--- config.mk ---
export PLATFORM = sky130hd
export DESIGN_NAME = sa_tile_scheduler_flat
export DESIGN_NICKNAME = d
export VERILOG_FILES = /design/src/rtl/sa_tile_scheduler_if.sv /design/src/rtl/sa_tile_scheduler.sv /design/src/flat_wrapper.sv
export SDC_FILE = /design/constraint.sdc
export NUM_CORES = 1
export LEC_CHECK = 0
export ABC_AREA = 1
export ABC_CLOCK_PERIOD_IN_PS = 4100
export CAP_MARGIN = 20
export CORE_MARGIN = 2
export CORE_UTILIZATION = 45
export DETAILED_ROUTE_END_ITERATION = 8
export GPL_TIMING_DRIVEN = 0
export PLACE_DENSITY = 0.69
export SLEW_MARGIN = 20
export SYNTH_ARGS = -nofsm -noshare
export SYNTH_HDL_FRONTEND = slang
export SYNTH_SLANG_ARGS = --single-unit
--- constraint.sdc ---
create_clock -name i_clk -period 4.1 [get_ports i_clk]
set_input_delay 0.615 -clock i_clk [delete_from_list [all_inputs] [get_ports i_clk]]
set_output_delay 0.615 -clock i_clk [all_outputs]
set_load 0.05 [all_outputs]
--- src/rtl/sa_tile_scheduler_if.sv ---
// Bundles the controller, tile-buffer and SA_wrapper signals of one tile scheduler.
// Latency: none, wires only.
// Backpressure: the tile-buffer ack and SA valids pace the scheduler; nothing is dropped.
// Signal names are seen from the scheduler: i_* are scheduler inputs, o_* are scheduler outputs.
interface sa_tile_scheduler_if #(
   parameter int A_W  = 12,
   parameter int KT_W = 6
);
   logic            i_start;
   logic [KT_W-1:0] i_k_tiles;
   logic [A_W-1:0]  i_base_addr;
   logic            o_busy;
   logic            o_rd_req;
   logic [A_W-1:0]  o_rd_addr;
   logic            i_rd_ack;
   logic            o_sa_load_flag;
   logic            o_sa_accumulate;
   logic            i_sa_load_weight_vld;
   logic            i_sa_out_vld;
   logic [KT_W-1:0] o_tile_idx;
   logic            o_done;
   logic            o_err;

   // Environment side: controller, tile buffer and SA_wrapper.
   modport master (
      output i_start, i_k_tiles, i_base_addr, i_rd_ack, i_sa_load_weight_vld, i_sa_out_vld,
      input  o_busy, o_rd_req, o_rd_addr, o_sa_load_flag, o_sa_accumulate, o_tile_idx, o_done, o_err
   );

   // Scheduler side.
   modport slave (
      input  i_start, i_k_tiles, i_base_addr, i_rd_ack, i_sa_load_weight_vld, i_sa_out_vld,
      output o_busy, o_rd_req, o_rd_addr, o_sa_load_flag, o_sa_accumulate, o_tile_idx, o_done, o_err
   );
endinterface

--- src/rtl/sa_tile_scheduler.sv ---
// Sequences one K-tile accumulation job: fetch tile, pulse SA load, wait weight-valid, repeat, then wait output-valid.
// Latency: 3 cycles per tile minimum plus ack/SA delays; O_DONE one cycle after the final output-valid.
// Backpressure: holds the read request until ack and every wait until its valid; a wait of TIMEOUT_CYC cycles aborts with O_ERR.
module sa_tile_scheduler #(
   parameter int A_W         = 12,
   parameter int KT_W        = 6,
   parameter int TILE_STRIDE = 16,
   parameter int TIMEOUT_CYC = 1024
) (
   input  logic                i_clk,
   input  logic                i_rst_n,
   sa_tile_scheduler_if.slave  bus
);

   localparam int TMR_W = $clog2(TIMEOUT_CYC + 1);

   typedef enum logic [2:0] {
      ST_IDLE,
      ST_FETCH,
      ST_LOAD,
      ST_WAIT_LD,
      ST_WAIT_OUT,
      ST_DONE
   } state_t;

   state_t            r_state;
   logic [KT_W-1:0]   r_k;
   logic [KT_W-1:0]   r_idx;
   logic [A_W-1:0]    r_rd_addr;
   logic [TMR_W-1:0]  r_tmr;
   logic              r_busy;
   logic              r_rd_req;
   logic              r_load_flag;
   logic              r_acc;
   logic              r_done;
   logic              r_err;

   // The timer counts cycles already spent in the current wait state.
   wire w_tmo  = (r_tmr == TMR_W'(TIMEOUT_CYC - 1));
   wire w_last = (r_idx == r_k - KT_W'(1));

   assign bus.o_busy          = r_busy;
   assign bus.o_rd_req        = r_rd_req;
   assign bus.o_rd_addr       = r_rd_addr;
   assign bus.o_sa_load_flag  = r_load_flag;
   assign bus.o_sa_accumulate = r_acc;
   assign bus.o_tile_idx      = r_idx;
   assign bus.o_done          = r_done;
   assign bus.o_err           = r_err;

   // Job FSM with all outputs registered on the transition into each state.
   always_ff @(posedge i_clk or negedge i_rst_n) begin
      if (!i_rst_n) begin
         r_state     <= ST_IDLE;
         r_k         <= '0;
         r_idx       <= '0;
         r_rd_addr   <= '0;
         r_tmr       <= '0;
         r_busy      <= 1'b0;
         r_rd_req    <= 1'b0;
         r_load_flag <= 1'b0;
         r_acc       <= 1'b0;
         r_done      <= 1'b0;
         r_err       <= 1'b0;
      end else begin
         case (r_state)
            ST_IDLE: begin
               if (bus.i_start) begin
                  r_busy <= 1'b1;
                  if (bus.i_k_tiles != '0) begin
                     r_k       <= bus.i_k_tiles;
                     r_idx     <= '0;
                     r_rd_addr <= bus.i_base_addr;
                     r_rd_req  <= 1'b1;
                     r_err     <= 1'b0;
                     r_tmr     <= '0;
                     r_state   <= ST_FETCH;
                  end else begin
                     // An empty job is reported as an error without touching the buffer.
                     r_err   <= 1'b1;
                     r_done  <= 1'b1;
                     r_state <= ST_DONE;
                  end
               end
            end
            ST_FETCH: begin
               // A late ack still wins over an expiring timer.
               if (bus.i_rd_ack) begin
                  r_rd_req    <= 1'b0;
                  r_load_flag <= 1'b1;
                  r_acc       <= (r_idx != '0);
                  r_state     <= ST_LOAD;
               end else if (w_tmo) begin
                  r_rd_req <= 1'b0;
                  r_err    <= 1'b1;
                  r_done   <= 1'b1;
                  r_state  <= ST_DONE;
               end else begin
                  r_tmr <= r_tmr + TMR_W'(1);
               end
            end
            ST_LOAD: begin
               r_load_flag <= 1'b0;
               r_tmr       <= '0;
               r_state     <= ST_WAIT_LD;
            end
            ST_WAIT_LD: begin
               if (bus.i_sa_load_weight_vld) begin
                  r_tmr <= '0;
                  if (!w_last) begin
                     // Address advances by one stride and wraps at the buffer size.
                     r_idx     <= r_idx + KT_W'(1);
                     r_rd_addr <= r_rd_addr + A_W'(TILE_STRIDE);
                     r_rd_req  <= 1'b1;
                     r_state   <= ST_FETCH;
                  end else begin
                     r_state <= ST_WAIT_OUT;
                  end
               end else if (w_tmo) begin
                  r_err   <= 1'b1;
                  r_done  <= 1'b1;
                  r_state <= ST_DONE;
               end else begin
                  r_tmr <= r_tmr + TMR_W'(1);
               end
            end
            ST_WAIT_OUT: begin
               if (bus.i_sa_out_vld) begin
                  r_done  <= 1'b1;
                  r_state <= ST_DONE;
               end else if (w_tmo) begin
                  r_err   <= 1'b1;
                  r_done  <= 1'b1;
                  r_state <= ST_DONE;
               end else begin
                  r_tmr <= r_tmr + TMR_W'(1);
               end
            end
            ST_DONE: begin
               r_done  <= 1'b0;
               r_busy  <= 1'b0;
               r_idx   <= '0;
               r_state <= ST_IDLE;
            end
            default: begin
               r_state <= ST_IDLE;
            end
         endcase
      end
   end

endmodule

--- src/flat_wrapper.sv ---
// flat-port wrapper written by rule: the top's interface ports become plain ports
module sa_tile_scheduler_flat 
#(
   parameter int A_W         = 12,
   parameter int KT_W        = 6,
   parameter int TILE_STRIDE = 16,
   parameter int TIMEOUT_CYC = 1024
)
  (i_clk, i_rst_n, bus_i_start, bus_i_k_tiles, bus_i_base_addr, bus_i_rd_ack, bus_i_sa_load_weight_vld, bus_i_sa_out_vld, bus_o_busy, bus_o_rd_req, bus_o_rd_addr, bus_o_sa_load_flag, bus_o_sa_accumulate, bus_o_tile_idx, bus_o_done, bus_o_err);
  sa_tile_scheduler_if #(.A_W(A_W), .KT_W(KT_W)) bus_i ();
  input  logic i_clk;
  input  logic i_rst_n;
  input wire logic [$bits(bus_i.i_start)-1:0] bus_i_start;
  input wire logic [$bits(bus_i.i_k_tiles)-1:0] bus_i_k_tiles;
  input wire logic [$bits(bus_i.i_base_addr)-1:0] bus_i_base_addr;
  input wire logic [$bits(bus_i.i_rd_ack)-1:0] bus_i_rd_ack;
  input wire logic [$bits(bus_i.i_sa_load_weight_vld)-1:0] bus_i_sa_load_weight_vld;
  input wire logic [$bits(bus_i.i_sa_out_vld)-1:0] bus_i_sa_out_vld;
  output wire logic [$bits(bus_i.o_busy)-1:0] bus_o_busy;
  output wire logic [$bits(bus_i.o_rd_req)-1:0] bus_o_rd_req;
  output wire logic [$bits(bus_i.o_rd_addr)-1:0] bus_o_rd_addr;
  output wire logic [$bits(bus_i.o_sa_load_flag)-1:0] bus_o_sa_load_flag;
  output wire logic [$bits(bus_i.o_sa_accumulate)-1:0] bus_o_sa_accumulate;
  output wire logic [$bits(bus_i.o_tile_idx)-1:0] bus_o_tile_idx;
  output wire logic [$bits(bus_i.o_done)-1:0] bus_o_done;
  output wire logic [$bits(bus_i.o_err)-1:0] bus_o_err;
  assign bus_i.i_start = bus_i_start;
  assign bus_i.i_k_tiles = bus_i_k_tiles;
  assign bus_i.i_base_addr = bus_i_base_addr;
  assign bus_i.i_rd_ack = bus_i_rd_ack;
  assign bus_i.i_sa_load_weight_vld = bus_i_sa_load_weight_vld;
  assign bus_i.i_sa_out_vld = bus_i_sa_out_vld;
  assign bus_o_busy = bus_i.o_busy;
  assign bus_o_rd_req = bus_i.o_rd_req;
  assign bus_o_rd_addr = bus_i.o_rd_addr;
  assign bus_o_sa_load_flag = bus_i.o_sa_load_flag;
  assign bus_o_sa_accumulate = bus_i.o_sa_accumulate;
  assign bus_o_tile_idx = bus_i.o_tile_idx;
  assign bus_o_done = bus_i.o_done;
  assign bus_o_err = bus_i.o_err;
  sa_tile_scheduler #(.A_W(A_W), .KT_W(KT_W), .TILE_STRIDE(TILE_STRIDE), .TIMEOUT_CYC(TIMEOUT_CYC)) u_core (.i_clk(i_clk), .i_rst_n(i_rst_n), .bus(bus_i));
endmodule
## Yosys cells after proc, flatten, opt, wreduce, memory -nomap -nowiden

Index checks and enable logic that the tools add are counted.
Widths: inputs -> output; s select.

| storage, ports and cells | value |
|---|---|
| flip-flop bits (word level) | 44 |
| logic and storage cells | 103 |
| output and inout port bits | 24 |

| operators by class | value |
|---|---|
| equal/unequal tests | 17 |
| $add $sub $neg | 4 |
| reduce and logical (&&, ||, !) cells | 21 |
| muxes and demuxes | 50 |

Operators by type and width:

| kind | count |
|---|---|
| $mux 11 | 6 |
| $pmux 11 s5 | 1 |
| $mux 12 | 4 |
| $reduce_and 5->1 | 5 |
| $mux 6 | 4 |
| $pmux 12 s2 | 1 |
| $mux 3 | 7 |
| $mux 1 | 20 |
| $pmux 6 s3 | 1 |
| $ne 2x2->1 const B | 8 |
| $pmux 3 s5 | 1 |
| $add 12x5->12 const B | 1 |
| $reduce_bool 6->1 | 2 |
| $add 11x1->11 const B | 1 |
| $eq 11x10->1 const B | 1 |
| $reduce_bool 5->1 | 2 |
| $add 6x1->6 const B | 1 |
| $eq 3x2->1 const B | 2 |
| $eq 3x3->1 const B | 2 |
| $eq 6x6->1 | 1 |
| $reduce_and 2->1 | 3 |
| $reduce_and 6->1 | 1 |
| $reduce_bool 2->1 | 3 |
| $reduce_bool 3->1 | 2 |
| other kinds (11) | 12 |

## Longest topological paths before layout

Gate-level depths: netlist of the first run.

| logic depth | value |
|---|---|
| depth after elaboration | 5 |
| depth in mapped cells | 14 |

## Least setup slack after synthesis of the first run

No wires, ideal clock.

| timing | value |
|---|---|
| kind | reg2reg |
| start | register u_core.r_idx[0] (netlist: u_core.bus.o_tile_idx[0]) |
| end | register u_core.r_rd_addr[11] (netlist: u_core.bus.o_rd_addr[11]) |
| arrival | 1739 ps |
| slack | 2287 ps |
| period minus slack after synthesis | 1813 ps |
| library setup time | 74 ps |
| cell stages (with the launch flop) | 12 |
| data required time | 4026 ps |
| cell sequence | dfrtp_1 > inv_2 > nand2_1 > nand2_1 > nor2_1 > nand3_1 > nor2_2 > nand3_2 > nand3_4 > buf_12 > nand2_2 > o21ai_2 |

| on the way | value |
|---|---|
| word-level cells in the longest chain between the ends | 3 |

RTL lines:

| item | line | source |
|---|---|---|
| start, declared | sa_tile_scheduler.sv:28 | `logic [KT_W-1:0] r_idx;` |
| start signal, assigned | sa_tile_scheduler.sv:112 | `r_idx <= r_idx + KT_W'(1);` |
| $eq 6x6->1 | sa_tile_scheduler.sv:40 | `wire w_last = (r_idx == r_k - KT_W'(1));` |
| $ne 2x2->1 (no line) | - |  |
| $reduce_and 5->1 (no line) | - |  |
| end signal, assigned | sa_tile_scheduler.sv:73 | `r_rd_addr <= bus.i_base_addr;` |
| end signal, assigned | sa_tile_scheduler.sv:113 | `r_rd_addr <= r_rd_addr + A_W'(TILE_STRIDE);` |
| end, declared | sa_tile_scheduler.sv:29 | `logic [A_W-1:0] r_rd_addr;` |

No other way between the ends.
A chain may end at the register's enable or synchronous reset.

## Worst setup path in the final report of the first run

| timing | value |
|---|---|
| start | register u_core.r_idx[0] (netlist: u_core.bus.o_tile_idx[0]) |
| end | output bus_o_tile_idx[0] |

RTL lines:

| item | line | source |
|---|---|---|
| end, declared | flat_wrapper.sv:24 | `output wire logic [$bits(bus_i.o_tile_idx)-1:0] bus_o_tile_idx;` |

No word-level cell between the ends.

==> results.json, run 1 <==
{
  "power_leakage_uw": 0.001814,
  "relSlewSlack": 0.6249,
  "drtAntennaViolNets": 0,
  "die_w_um": 85.38,
  "rows": 29,
  "grt_max_degree": 24,
  "drcViolationCount": 0,
  "outcome": "finished, final reports clean",
  "clock-root-buffer": "clkbuf_8",
  "mostFrequentLayoutCells": "120 x nand2_1, 46 x clkdlybuf4s50_1, 44 x dfrtp_1",
  "nets": 488,
  "syn_area_um2": 2980,
  "p_per_area_nw_per_um2": 725.1,
  "cp_num_buf_inv": 1,
  "io_buffers": 47,
  "crit_fanout": 8,
  "skew_ps": 7.668,
  "dp_hpwl_mm": 5.181,
  "critPathRequiredTime_ps": 3480,
  "fin_area_um2": 3729,
  "wire_per_inst_um": 12.55,
  "max_freq_ghz": 0.4341,
  "cap_viol_max_count": 0,
  "slowest_delay_ps": 870,
  "grt_pass1_wl_mm": 11.35,
  "final_common_cell": "nand2_1",
  "hold_violations": 0,
  "antenna_cells": 0,
  "coreArea_um2": 6386,
  "synth_nets": 433,
  "cts_buffer_depth": 2,
  "drtIter0Drc": 126,
  "grt_pass1_vias": 2478,
  "clock_latency_ps": 300,
  "die_area_um2": 7290,
  "cts_tree": "yes",
  "vias": 2729,
  "start_util": 0.4667,
  "synthDistinctLibCells": 39,
  "ys_seq_area_frac": 0.3694,
  "overflow": 0,
  "gp_congestion": 0.9122,
  "period_needed_ps": 2304,
  "ys_ff_latch": 44,
  "place_area_um2": 3570,
  "hp-class": "in2async",
  "htreeDepth": 2,
  "cts_sinks": 44,
  "max_slew.worst_pin.slew_ps": 562.7,
  "grtUsageTotal": 0.1921,
  "endpoint_kind": "primary output",
  "finalSetupTns_ps": 0,
  "path_cells": "clkdlybuf4s50_1",
  "start_kind": "flip-flop",
  "postCtsHoldBufs": 0,
  "cts_resized": 0,
  "cts_setup_buffers": 0,
  "yosysWarnings": 0,
  "wirelength_mm": 6.742,
  "area_growth_pct": 25.11,
  "die_y_um": 85.38,
  "fin_util": 0.5839,
  "pin_count": 48,
  "peakVddDrop_uv": 449.1,
  "cpLargestDelayFamily": "buffers and inverters",
  "drive_gt1_frac": 0.1587,
  "grt_antenna_before_repair": 0,
  "finalSetupViolations": 0,
  "via_per_inst": 5.082,
  "drt_first_pass_iters": 4,
  "rsz0062_at_grt": "no",
  "synthCells": 404,
  "cts_buffers": 5,
  "fin_crit_sh": 0.5619,
  "path_clk_slew_ps": 90,
  "drv_slew": 0,
  "arrival_ps": 1690,
  "critPathKind": "reg2out",
  "avgSynthCellArea_um2": 7.377,
  "cp_slowest_cell": "clkdlybuf4s50_1"
}
## layout make-up
cell class	instances	area (um^2)
plain buffers	10	81.33
clock buffers	5	68.82
clock inverters	3	90.09
fillers	585	2658
inverters	54	205.2
multi-input cells	296	1593
flip-flops and latches	44	1101
well taps	77	96.34
repair buffers	48	493.0
## report_power, final
group          internal [uW]  switching [uW]
sequential               573             143
clock                    305             158
combinational            547             978
total                   1420            1280
## metal layers
layer  track usage  routed length, um  up-vias
met5             0                  0        -
met4       0.03752                 43        0
met3       0.03599                356        4
met2        0.3089               3101       72
met1        0.2727               3240     1244
li1              -                  -     1409
## state kept, by name, indices dropped and copies added (netlist names)
name and flops:
u_core.bus.o_rd_addr 12, u_core.r_tmr 11, u_core.bus.o_tile_idx 6, u_core.r_k 6, u_core.r_state 3, u_core.bus.o_busy 1
u_core.bus.o_done 1, u_core.bus.o_err 1, u_core.bus.o_rd_req 1, u_core.bus.o_sa_accumulate 1, u_core.bus.o_sa_load_flag 1
## worst paths after layout
check / start / endpoint / slack (ps) / depth (start not counted)
setup / recovery: u_core.bus.o_tile_idx[0] / bus_o_tile_idx[0] / 1800 / 1
hold / removal: i_rst_n / u_core.bus.o_rd_addr[0] / 290 / 1
setup reg to reg: u_core.r_k[0] / u_core.bus.o_tile_idx[5] / 2120 / 12
hold reg to reg: u_core.bus.o_sa_load_flag / u_core.bus.o_sa_load_flag / 500 / 2
max in group asynchronous: i_rst_n / u_core.r_state[0] / 3300 / 2
min in group i_clk: u_core.bus.o_sa_load_flag / u_core.bus.o_sa_load_flag / 500 / 2
## cells in the mapped netlist (all sizes together)
cell type  instances  area [um^2]
nand2            128        505.5
inv               54        205.2
dfrtp             44         1101
o21ai             38        235.2
nand3             35        197.7
nor2              35        171.4
a21oi             12        63.81
xor2              10        87.58
buf                9        77.57
nand4              8        65.06
nor3               6        41.29
ha                 5        62.56
mux2               5        56.30
nand3b             4        30.03
mux2i              2        20.02
or2                2        12.51
a211oi             1        7.510
a2bb2oi            1        8.760
a31oi              1        6.260
clkbuf             1        3.750
nor4               1        6.260
o21a               1        7.510
o31ai              1        7.510
## per-stage QoR
stage          total power, uW  setup WS, ps  instances  hold WS [ps]
2_1_floorplan             1837          2287        404         319.4
3_3_place_gp              2225          1110        528         473.1
3_5_place_dp              2253          1884        529         479.8
4_1_cts                   2723          1786        537         311.1
5_1_grt                   2898          1757        537         320.3
6_report                  2704          1796        537         288.9
## cell families (layout without fill, tap and decap cells)
| logic type | count (synthesis) | count (layout) | synth area share |
|---|---|---|---|
| mux | 7 | 7 | 0.02561 |
| buf+inv | 64 | 120 | 0.09614 |
| flops | 44 | 44 | 0.3694 |
| xor+xnor | 10 | 10 | 0.02939 |
| simple gates | 219 | 219 | 0.3455 |
| fa+ha+maj | 5 | 5 | 0.02099 |
| compound gates | 55 | 55 | 0.1129 |
(Power assumes the default switching activity.)
==> run 2, diff against run 1 <==
--- a/config.mk
+++ b/config.mk
@@ -6,7 +6,7 @@
 export NUM_CORES = 1
 export LEC_CHECK = 0
 export ABC_AREA = 1
-export ABC_CLOCK_PERIOD_IN_PS = 4100
+export ABC_CLOCK_PERIOD_IN_PS = 2300
 export CAP_MARGIN = 20
 export CORE_MARGIN = 2
 export CORE_UTILIZATION = 45
==> constraint.sdc (replaced) <==
create_clock -name i_clk -period 2.3 [get_ports i_clk]
set_input_delay 0.345 -clock i_clk [delete_from_list [all_inputs] [get_ports i_clk]]
set_output_delay 0.345 -clock i_clk [all_outputs]
set_load 0.05 [all_outputs]
==> results of run 2 <==
Same layout as run 1 (identical final DEF). Status: finished, final reports clean.
Among the figures that moved: setup slack after placement 1884 ps -> 354.5 ps; setup slack after layout 1796 ps -> 266.1 ps; hold slack 288.9 ps -> 18.92 ps; register-to-register setup slack 2120 ps -> 320 ps; total power 2704 uW -> 4820 uW; worst IR drop on VDD 449.1 uV -> 800.6 uV
